File: src/rtl/pipeline_stall_controller_pkg.sv
// Shared pipeline definitions: controller state encoding, NOP word and default memory-wait limit.
package pipeline_stall_controller_pkg;

   typedef enum logic {
      ST_RUN      = 1'b0,
      ST_MEM_WAIT = 1'b1
   } state_t;

   // addi x0, x0, 0 -- what the IF/ID and ID/EX flush consumers load
   localparam logic [31:0] NOP_INSTR = 32'h00000013;

   localparam int WAIT_TIMEOUT_DEF = 255;

endpackage

File: src/rtl/pipeline_stall_controller_if.sv
// Hazard requests in, per-stage load enables and flushes out.
interface pipeline_stall_controller_if;

   logic enable_bubble;
   logic branch_taken;
   logic dmem_busy;
   logic pc_write_en;
   logic ifid_write_en;
   logic ifid_flush;
   logic idex_flush;
   logic exmem_write_en;
   logic memwb_write_en;
   logic mem_timeout;

   modport master (
      input  enable_bubble, branch_taken, dmem_busy,
      output pc_write_en, ifid_write_en, ifid_flush, idex_flush,
             exmem_write_en, memwb_write_en, mem_timeout
   );

   modport slave (
      output enable_bubble, branch_taken, dmem_busy,
      input  pc_write_en, ifid_write_en, ifid_flush, idex_flush,
             exmem_write_en, memwb_write_en, mem_timeout
   );

endinterface

File: src/rtl/pipeline_stall_controller_perf_counters.sv
// Stall, bubble and flush event counters; each wraps modulo 2^CNT_W.
module stall_perf_counters #(
   parameter int CNT_W = 32
) (
   input  logic             clk,
   input  logic             reset,
   input  logic             stall,
   input  logic             bubble,
   input  logic             flush,
   output logic [CNT_W-1:0] stall_cycles,
   output logic [CNT_W-1:0] bubble_count,
   output logic [CNT_W-1:0] flush_count
);

   always_ff @(posedge clk) begin
      if (reset) begin
         stall_cycles <= '0;
         bubble_count <= '0;
         flush_count  <= '0;
      end else begin
         if (stall)  stall_cycles <= stall_cycles + 1'b1;
         if (bubble) bubble_count <= bubble_count + 1'b1;
         if (flush)  flush_count  <= flush_count + 1'b1;
      end
   end

endmodule

File: src/rtl/pipeline_stall_controller.sv
// Stall/flush sequencer for the 5-stage pipeline; replays hazards latched during a memory freeze.
// Define STALL_PERF_CNT_EN to add the stall/bubble/flush performance counters.
module pipeline_stall_controller
   import pipeline_stall_controller_pkg::*;
#(
   parameter int WAIT_TIMEOUT = WAIT_TIMEOUT_DEF,
   parameter int CNT_W        = 32
) (
   input  logic                        clk,
   input  logic                        reset,
   pipeline_stall_controller_if.master ctl
`ifdef STALL_PERF_CNT_EN
   ,
   output logic [CNT_W-1:0]            stall_cycles,
   output logic [CNT_W-1:0]            bubble_count,
   output logic [CNT_W-1:0]            flush_count
`endif
);

   localparam logic [15:0] WAIT_LIM = 16'(WAIT_TIMEOUT);

   state_t      state;
   logic        pend_br;
   logic        pend_bub;
   logic [15:0] wait_cnt;
   logic        timeout;
   logic        br;
   logic        bub;
   logic        frozen;
   logic        pc_we;
   logic        ifid_we;
   logic        ifid_fl;
   logic        idex_fl;
   logic        late_we;

   assign br     = ctl.branch_taken | pend_br;
   assign bub    = ctl.enable_bubble | pend_bub;
   // The MEM_WAIT exit cycle stays frozen; pending events apply the cycle after.
   assign frozen = (state == ST_MEM_WAIT) | ctl.dmem_busy;

   always_comb begin
      pc_we   = 1'b1;
      ifid_we = 1'b1;
      ifid_fl = 1'b0;
      idex_fl = 1'b0;
      late_we = 1'b1;
      if (reset) begin
         pc_we = 1'b1;
      end else if (frozen) begin
         pc_we   = 1'b0;
         ifid_we = 1'b0;
         late_we = 1'b0;
      end else if (br) begin
         ifid_fl = 1'b1;
         idex_fl = 1'b1;
      end else if (bub) begin
         pc_we   = 1'b0;
         ifid_we = 1'b0;
         idex_fl = 1'b1;
      end
   end

   assign ctl.pc_write_en    = pc_we;
   assign ctl.ifid_write_en  = ifid_we;
   assign ctl.ifid_flush     = ifid_fl;
   assign ctl.idex_flush     = idex_fl;
   assign ctl.exmem_write_en = late_we;
   assign ctl.memwb_write_en = late_we;
   assign ctl.mem_timeout    = timeout;

   always_ff @(posedge clk) begin
      if (reset) begin
         state    <= ST_RUN;
         pend_br  <= 1'b0;
         pend_bub <= 1'b0;
         wait_cnt <= '0;
         timeout  <= 1'b0;
      end else begin
         case (state)
            ST_RUN: begin
               if (ctl.dmem_busy) begin
                  pend_br  <= pend_br | ctl.branch_taken;
                  pend_bub <= pend_bub | ctl.enable_bubble;
                  wait_cnt <= '0;
                  state    <= ST_MEM_WAIT;
               end else if (br) begin
                  // A bubble coincident with a flush belongs to the wrong path.
                  pend_br  <= 1'b0;
                  pend_bub <= 1'b0;
               end else if (bub) begin
                  pend_bub <= 1'b0;
               end
            end
            ST_MEM_WAIT: begin
               pend_br  <= pend_br | ctl.branch_taken;
               pend_bub <= pend_bub | ctl.enable_bubble;
               if (wait_cnt != WAIT_LIM) wait_cnt <= wait_cnt + 16'd1;
               if (wait_cnt >= WAIT_LIM - 16'd1) timeout <= 1'b1;
               if (!ctl.dmem_busy) state <= ST_RUN;
            end
            default: state <= ST_RUN;
         endcase
      end
   end

`ifdef STALL_PERF_CNT_EN
   logic bubble_issued;
   logic flush_issued;

   assign bubble_issued = !reset && !frozen && !br && bub;
   assign flush_issued  = !reset && !frozen && br;

   stall_perf_counters #(
      .CNT_W(CNT_W)
   ) u_perf (
      .clk         (clk),
      .reset       (reset),
      .stall       (!pc_we),
      .bubble      (bubble_issued),
      .flush       (flush_issued),
      .stall_cycles(stall_cycles),
      .bubble_count(bubble_count),
      .flush_count (flush_count)
   );
`endif

endmodule

File: src/flat_wrapper.sv
// flat-port wrapper written by rule: the top's interface ports become plain ports
module pipeline_stall_controller_flat import pipeline_stall_controller_pkg::*;
#(
   parameter int WAIT_TIMEOUT = WAIT_TIMEOUT_DEF,
   parameter int CNT_W        = 32
)
  (clk, reset, ctl_enable_bubble, ctl_branch_taken, ctl_dmem_busy, ctl_pc_write_en, ctl_ifid_write_en, ctl_ifid_flush, ctl_idex_flush, ctl_exmem_write_en, ctl_memwb_write_en, ctl_mem_timeout);
  pipeline_stall_controller_if ctl_i ();
  input  logic clk;
  input  logic reset;
  input wire logic [$bits(ctl_i.enable_bubble)-1:0] ctl_enable_bubble;
  input wire logic [$bits(ctl_i.branch_taken)-1:0] ctl_branch_taken;
  input wire logic [$bits(ctl_i.dmem_busy)-1:0] ctl_dmem_busy;
  output wire logic [$bits(ctl_i.pc_write_en)-1:0] ctl_pc_write_en;
  output wire logic [$bits(ctl_i.ifid_write_en)-1:0] ctl_ifid_write_en;
  output wire logic [$bits(ctl_i.ifid_flush)-1:0] ctl_ifid_flush;
  output wire logic [$bits(ctl_i.idex_flush)-1:0] ctl_idex_flush;
  output wire logic [$bits(ctl_i.exmem_write_en)-1:0] ctl_exmem_write_en;
  output wire logic [$bits(ctl_i.memwb_write_en)-1:0] ctl_memwb_write_en;
  output wire logic [$bits(ctl_i.mem_timeout)-1:0] ctl_mem_timeout;
  assign ctl_i.enable_bubble = ctl_enable_bubble;
  assign ctl_i.branch_taken = ctl_branch_taken;
  assign ctl_i.dmem_busy = ctl_dmem_busy;
  assign ctl_pc_write_en = ctl_i.pc_write_en;
  assign ctl_ifid_write_en = ctl_i.ifid_write_en;
  assign ctl_ifid_flush = ctl_i.ifid_flush;
  assign ctl_idex_flush = ctl_i.idex_flush;
  assign ctl_exmem_write_en = ctl_i.exmem_write_en;
  assign ctl_memwb_write_en = ctl_i.memwb_write_en;
  assign ctl_mem_timeout = ctl_i.mem_timeout;
  pipeline_stall_controller #(.WAIT_TIMEOUT(WAIT_TIMEOUT), .CNT_W(CNT_W)) u_core (.clk(clk), .reset(reset), .ctl(ctl_i));
endmodule
File: config.mk
export PLATFORM = sky130hd
export DESIGN_NAME = pipeline_stall_controller_flat
export DESIGN_NICKNAME = d
export VERILOG_FILES = /design/src/rtl/pipeline_stall_controller_pkg.sv /design/src/rtl/pipeline_stall_controller_if.sv /design/src/rtl/pipeline_stall_controller_perf_counters.sv /design/src/rtl/pipeline_stall_controller.sv /design/src/flat_wrapper.sv
export SDC_FILE = /design/constraint.sdc
export NUM_CORES = 1
export LEC_CHECK = 0
export BUFFER_PORTS_ARGS = -buffer_cell sky130_fd_sc_hd__buf_2
export CAP_MARGIN = 10
export CORE_MARGIN = 1
export CORE_UTILIZATION = 45
export CTS_BUF_LIST = sky130_fd_sc_hd__clkbuf_4
export CTS_CLUSTER_SIZE = 8
export DETAILED_ROUTE_END_ITERATION = 6
export PLACE_DENSITY = 0.67
export RECOVER_POWER = 50
export SLEW_MARGIN = 0
export SYNTH_ARGS = -nofsm -noshare
export SYNTH_HDL_FRONTEND = slang
export SYNTH_HIERARCHICAL = 1
export SYNTH_SLANG_ARGS = --single-unit
export TNS_END_PERCENT = 30
File: constraint.sdc
create_clock -name clk -period 2.4 [get_ports clk]
set_input_delay 0.24 -clock clk [delete_from_list [all_inputs] [get_ports clk]]
set_output_delay 0.24 -clock clk [all_outputs]
set_load 0.01 [all_outputs]
==> qor.yml, run 1 <==
timing:
  fin_crit_sh_pct: 80.2
  rsz0062_at_grt: "false"
  hold_viol: 0
  max_clock_freq_mhz: 520
  worst_pin_slew_ns: 0.491
  fin_skew_ns: 0.00877
  finalSetupTns_ns: 0
  slew-limit-headroom_pct: 67.3
  setup-violations-final: 0
  fin_crit_ns: 1.92
  finalMaxSlewViolations: 0
flow_run:
  drv_cap: 0
floorplan:
  die-height_um: 50.8
  core_mm2: 0.00223
  ios: 12
  die_area_mm2: 0.00258
  fp.dieW_um: 50.8
  rows: 17
  start_util_pct: 48.0
clocking:
  clk_pin_slew_ns: 0.12
  cts_sinks: 20
  ctsHoldBuffers: 0
  cts_tree: "done"
  cts.root.buffer_cell: "clkbuf_4"
  cts_resized: 0
  cts_buffers: 3
  cts_max_path_buffers: 2
  h-tree-depth: 1
  clk_latency_ns: 0.31
  cts_setup_buffers: 0
worst_hold_path:
  holdCritPathClass: "input port to flip-flop"
  min_to: "u_core/pend_bub"
  min-delay-start: "ctl_enable_bubble"
  holdPathStages: 3
worst_setup_path:
  worstSetupPathType: "flip-flop to flip-flop"
  cp_max_fo: 7
  slowest_delay_ns: 0.72
  path_cells: "ha_1 -> nand4_1 -> or4_2 -> a31oi_1"
  crit_family: "simple AND/OR/NAND/NOR gates"
  r2r-end: "u_core/wait_cnt[8]"
  end_kind: "flip-flop"
  cpMaxStageDelayCell: "or4_2"
  crit_required_ns: 2.64
  critPathArrivalTime_ns: 2.16
  r2r-start: "u_core/wait_cnt[1]"
  reg2regPathDepth: 4
  path_buf_inv: 0
  r2r_setup_slack_ns: 0.48
  start_kind: "flip-flop"
  crit_cells: 4
finish:
  design_area_mm2: 0.00116
  n_antenna_cell: 0
  fillers: 229
  syn2layout_area_growth_pct: 8.65
  drive_above_1_share_pct: 11.2
  stdcell_count: 162
  final_util_pct: 52.1
  register_area_um2: 400
  multi_input_area_um2: 604
  layout.nets: 142
synth:
  synth.avg_cell_area_um2: 8.57
  post-synth-top-count-cell: "dfxtp_1"
  yosysTopAreaCell: "dfxtp_1"
  synth-main-ff-cell: "dfxtp_1"
  synth-seq-area-share_pct: 37.4
  syn_inst: 125
  synth_area_mm2: 0.00107
  synthDistinctLibCells: 42
  synth.net_count: 132
  ys_ff_latch: 20
  ys_warn_count: 6
  synthTopCellsByArea: "dfxtp_1, nor2_1, nor4_1"
  ys_top_cells_by_count: "dfxtp_1, nor2_1, a21oi_1"
  synth-async-reset-ratio_pct: 0
  synth_edf_count: 0
  synth_top_area_share_pct: 37.4
run_status:
  status: "complete, no violations"
place:
  io_buffers: 11
  dpl.hpwl_mm: 1.69
  gp_congestion: 0.790
  placed_area_mm2: 0.00113
  place_inst: 158
routing:
  wl_mm: 2.33
  wire_per_inst_um: 14.4
  postRouteAntennaNets: 0
  firstDrtPassIters: 5
  viasPerCell: 5.93
  num_vias: 961
  drc: 0
  drt_iter0_markers: 21
global_route:
  grt_pass1_vias: 871
  gr-total-overflow: 0
  grt_max_degree: 13
  grt_antenna_before_repair: 0
  grtUsageTotal_pct: 19.9
  grt_pass1_wl_mm: 3.82
power:
  power_density_mw_per_mm2: 571
  leakagePower_uw: 0.000355
  ir_drop_mv: 0.434
[worst min-delay path, cell delays in order]
cell	delay, ns
buf_2	0.09
nor2_1	0.04
nor2_1	0.09
[worst max path at each step]
stage                             from            endpoint  slack [ns]
floorplan           u_core/wait_cnt[1]  u_core/wait_cnt[8]        0.71
global placement    u_core/wait_cnt[0]  u_core/wait_cnt[8]        0.62
detailed placement  u_core/wait_cnt[0]  u_core/wait_cnt[8]        0.54
CTS                 u_core/wait_cnt[1]  u_core/wait_cnt[8]        0.51
global route        u_core/wait_cnt[1]  u_core/wait_cnt[1]        0.38
finish              u_core/wait_cnt[1]  u_core/wait_cnt[8]        0.48
[state kept, by name, summed over array words and instances, names as in the netlist]
name and cells:
u_core/wait_cnt 16, u_core/ctl.mem_timeout 1, u_core/state 1, u_core/pend_bub 1, u_core/pend_br 1
[layer usage]
layer | vias to the layer above | track usage, % | share of wire [%] | wire, um
met1 | 456 | 23.2 | 47 | 1100
met4 | 0 | 6.48 | 1.8 | 41
met2 | 17 | 33.6 | 47 | 1090
met3 | 6 | 7.27 | 3.9 | 90
li1 | 482 | - | - | -
met5 | - | 0 | 0 | 0
[cells in the final DEF (no fill, tap or decap), types with 2 or more instances in the layout]
cell      count
clkbuf_4      3
nor3_1        3
nand4_1       5
clkbuf_1      8
dfxtp_1      20
xnor2_1       4
a21oi_1       7
buf_2         3
nor4_1        6
ha_1          2
or3_1         5
a21o_1        2
or4_1         3
nand2b_1      3
o211ai_1      2
o31ai_1       2
nand3_1       4
nand2_1       6
inv_1         5
o21ai_0       5
nor2_1       14
[cell type report]
| type | count | share of cell area (%) |
|---|---|---|
| timing repair buffer | 12 | 4.52 |
| sequential | 20 | 34.4 |
| multi-input combinational | 93 | 51.9 |
| clock buffer | 3 | 1.94 |
| tap | 28 | 3.01 |
| clock inverter | 1 | 2.58 |
| inverter | 5 | 1.61 |
[stage by stage]
stage          worst slack, ns  hold slack (ns)  power, uW
3_3_place_gp             0.618            0.470        394
4_1_cts                  0.508            0.169        675
3_5_place_dp             0.543            0.487        396
5_1_grt                  0.382            0.186        695
6_report                 0.475            0.176        665
2_1_floorplan            0.712            0.368        382
[cell families (layout without fill, tap and decap cells)]
group	after synthesis	count (layout)	synth area share, %
AND/OR/NAND/NOR	59	59	32.9
buffers and inverters	12	21	5.37
XOR/XNOR	4	4	3.27
flip-flops	20	20	37.4
multiplexers	1	1	0.935
AO/OA/AOI/OAI	27	27	17.8
adder cells (fa/ha/maj)	2	2	2.34
[where the power goes]
group	switching (uW)	total (uW)	internal (uW)
clock	109	278	169
combinational	30.9	45.2	14.3
sequential	5.45	342	336
(Power assumes the default switching activity.)
==> run 2, diff against run 1 <==
Settings changed: PLACE_DENSITY 0.67 to 0.69.
Clock period 2.4 ns to 1.6 ns, I/O delays scaled along.
==> run 2 against run 1 <==
Compared with the run above:
- highest routed layer unchanged
- largest power group unchanged
- final cell count grew 14%
- global-route usage grew 4.2 points
- the flow now finishes with violations (negative setup slack)
- worst hold slack lost 0.045 ns
==> qor.yml, run 2 (synthesized netlist as in run 1, its figures left out) <==
finish:
  syn2layout_area_growth_pct: 32.1  # was 8.65%
  final_common_cell: "buf_4"  # was dfxtp_1
  drive_above_1_share_pct: 42.0  # was 11.2%
  final_util_pct: 63.4  # was 52.1%
  n_antenna_cell: 0  # unchanged
  regMostFlops: "u_core/wait_cnt"  # unchanged
  largest_reg_flops: 16  # unchanged
  layout.nets: 165  # was 142
  layout_common_cells: "buf_4, nor2_1, buf_2, dfxtp_1, dfxtp_2"  # was dfxtp_1, nor2_1, clkbuf_1
  fillers: 196  # was 229
clocking:
  ctsHoldBuffers: 0  # unchanged
  cts_tree: "done"  # unchanged
  h-tree-depth: 1  # unchanged
  cts_sinks: 20  # unchanged
  cts_max_path_buffers: 2  # unchanged
  clk_pin_slew_ns: 0.11  # was 0.12 ns
  cts.root.buffer_cell: "clkbuf_4"  # unchanged
  cts_buffers: 3  # unchanged
  clk_latency_ns: 0.30  # was 0.31 ns
worst_hold_path:
  min-delay-start: "ctl_enable_bubble"  # unchanged
  holdPathStages: 3  # unchanged
  min_to: "u_core/pend_bub"  # unchanged
  holdCritPathClass: "input port to flip-flop"  # unchanged
floorplan:
  die-height_um: 50.8  # unchanged
  die_area_mm2: 0.00258  # unchanged
  start_util_pct: 48.0  # unchanged
  rows: 17  # unchanged
  ios: 12  # unchanged
  fp.dieW_um: 50.8  # unchanged
  core_mm2: 0.00223  # unchanged
timing:
  fin_crit_sh_pct: 105  # was 80.2%
  max_clock_freq_mhz: 598  # was 520 MHz
  hold_slack_ns: 0.131  # was 0.176 ns
  finalMaxSlewViolations: 0  # unchanged
  fin_skew_ns: 0.00418  # was 0.00877 ns
  rsz0062_at_grt: "true"  # was false
  worst_pin_slew_ns: 0.466  # was 0.491 ns
  setup_ws_ns: -0.0733  # was 0.475 ns
  hold_viol: 0  # unchanged
  finalSetupTns_ns: -0.290  # was 0 ns
  fin_crit_ns: 1.67  # was 1.92 ns
  slew-limit-headroom_pct: 69.0  # was 67.3%
  setup-violations-final: 12  # was 0
flow_run:
  drv_cap: 0  # unchanged
routing:
  wl_mm: 2.79  # was 2.33 mm
  drt_iter0_markers: 16  # was 21
  viasPerCell: 5.90  # was 5.93
  drc: 0  # unchanged
  firstDrtPassIters: 4  # was 5
  num_vias: 1092  # was 961
  wire_per_inst_um: 15.1  # was 14.4 um
  postRouteAntennaNets: 0  # unchanged
global_route:
  grt_use_met2_pct: 43.1  # was 33.6%
  grt_max_degree: 13  # unchanged
  grt_busiest_layer: "met2"  # unchanged
  grt_pass1_vias: 1004  # was 871
  grt_pass1_wl_mm: 4.57  # was 3.82 mm
  grt_antenna_before_repair: 0  # unchanged
  gr-total-overflow: 0  # unchanged
  grt_use_met3_pct: 5.45  # was 7.27%
  gr-usage-met1_pct: 28.5  # was 23.2%
  grtUsageTotal_pct: 24.2  # was 19.9%
worst_setup_path:
  cp_max_fo: 11  # was 7
  r2r_setup_slack_ns: -0.07  # was 0.48 ns
  critPathArrivalTime_ns: 1.89  # was 2.16 ns
  end_kind: "flip-flop"  # unchanged
  crit_required_ns: 1.82  # was 2.64 ns
  r2r-start: "u_core/wait_cnt[9]"  # was u_core/wait_cnt[1]
  worstSetupPathType: "flip-flop to flip-flop"  # unchanged
  start_kind: "flip-flop"  # unchanged
  reg2regPathDepth: 5  # was 4
  r2r-end: "u_core/wait_cnt[1]"  # was u_core/wait_cnt[8]
place:
  dpl.hpwl_mm: 1.98  # was 1.69 mm
  gp_congestion: 0.850  # was 0.790
  io_buffers: 11  # unchanged
  dp_slack_ns: -0.0621  # was 0.543 ns
power:
  leakagePower_uw: 0.000511  # was 0.000355 uW
  ir_drop_mv: 0.778  # was 0.434 mV
  power_density_mw_per_mm2: 591  # was 571 mW/mm2
  p_total_uw: 837  # was 665 uW
run_status:
  status: "finished, violations left"  # was complete, no violations
  violations: "negative setup slack"
==> run 2: cell types whose count changed in the layout (fill, tap and decap cells not counted), moves of 7 or more <==
cell      before  now
buf_2          3   10
dfxtp_1       20   10
clkbuf_1       8    1
dfxtp_2        0    8
buf_4          1   24
==> run 2: power breakdown <==
part / leakage, uW / total [uW] / internal [uW] / switching (uW)
clock: 0.0000154 / 242 / 90.9 / 151
sequential: 0.000167 / 506 / 501 / 4.47
combinational: 0.000329 / 88.8 / 33.1 / 55.7
==> run 2: worst max-delay path by stage <==
stage                         from             endpoint  slack, ns  cells after the start
3_3_place_gp   u_core/wait_cnt[15]   u_core/wait_cnt[1]      -0.02                      5
3_5_place_dp   u_core/wait_cnt[10]  u_core/wait_cnt[15]      -0.06                      4
5_1_grt         u_core/wait_cnt[1]  u_core/wait_cnt[12]      -0.12                      6
6_report        u_core/wait_cnt[9]   u_core/wait_cnt[1]      -0.07                      5
2_1_floorplan   u_core/wait_cnt[9]   u_core/wait_cnt[1]      -0.01                      5
4_1_cts        u_core/wait_cnt[15]   u_core/wait_cnt[1]      -0.08                      5
==> run 2: through the flow <==
| stage | area [um2] | std cells |
|---|---|---|
| final | 1420 | 185 |
| after global routing | 1420 | 185 |
| after CTS | 1370 | 185 |
| after detailed placement | 1310 | 180 |
| after global placement | 1310 | 180 |
| after floorplan | 1090 | 125 |
==> run 2: critical path, cell delays in order (launching register included) <==
cell and delay, ns:
dfxtp_2 0.36, or4_4 0.52, nor4_2 0.25, buf_4 0.20, nor2_1 0.07, o32ai_2 0.19
==> run 2: repair_timing <==
| action | 4_1_cts | 5_1_grt |
|---|---|---|
| resized for setup | 8 | 11 |
| buffers inserted | 1 | 0 |
| pin swaps | 5 | 3 |
| setup endpoints to repair | 15 | 18 |
| gates cloned | 0 | 0 |
==> run 2: area by class of cell <==
type,instances,area [um2],area share [%]
multi-input combinational,93,683,48.3
sequential,20,418,29.5
timing repair buffer,35,234,16.5
tap,28,35.0,2.48
clock buffer,3,22.5,1.59
inverter,5,18.8,1.33
clock inverter,1,3.75,0.265
==> run 2: metal layers <==
metal / share of wire [%] / routed length (um) / vias up
met1: 43 / 1210 / 522
li1: - / - / 531
met4: 1.7 / 48 / 0
met5: 0 / 0 / -
met2: 50 / 1400 / 33
met3: 4.6 / 127 / 6
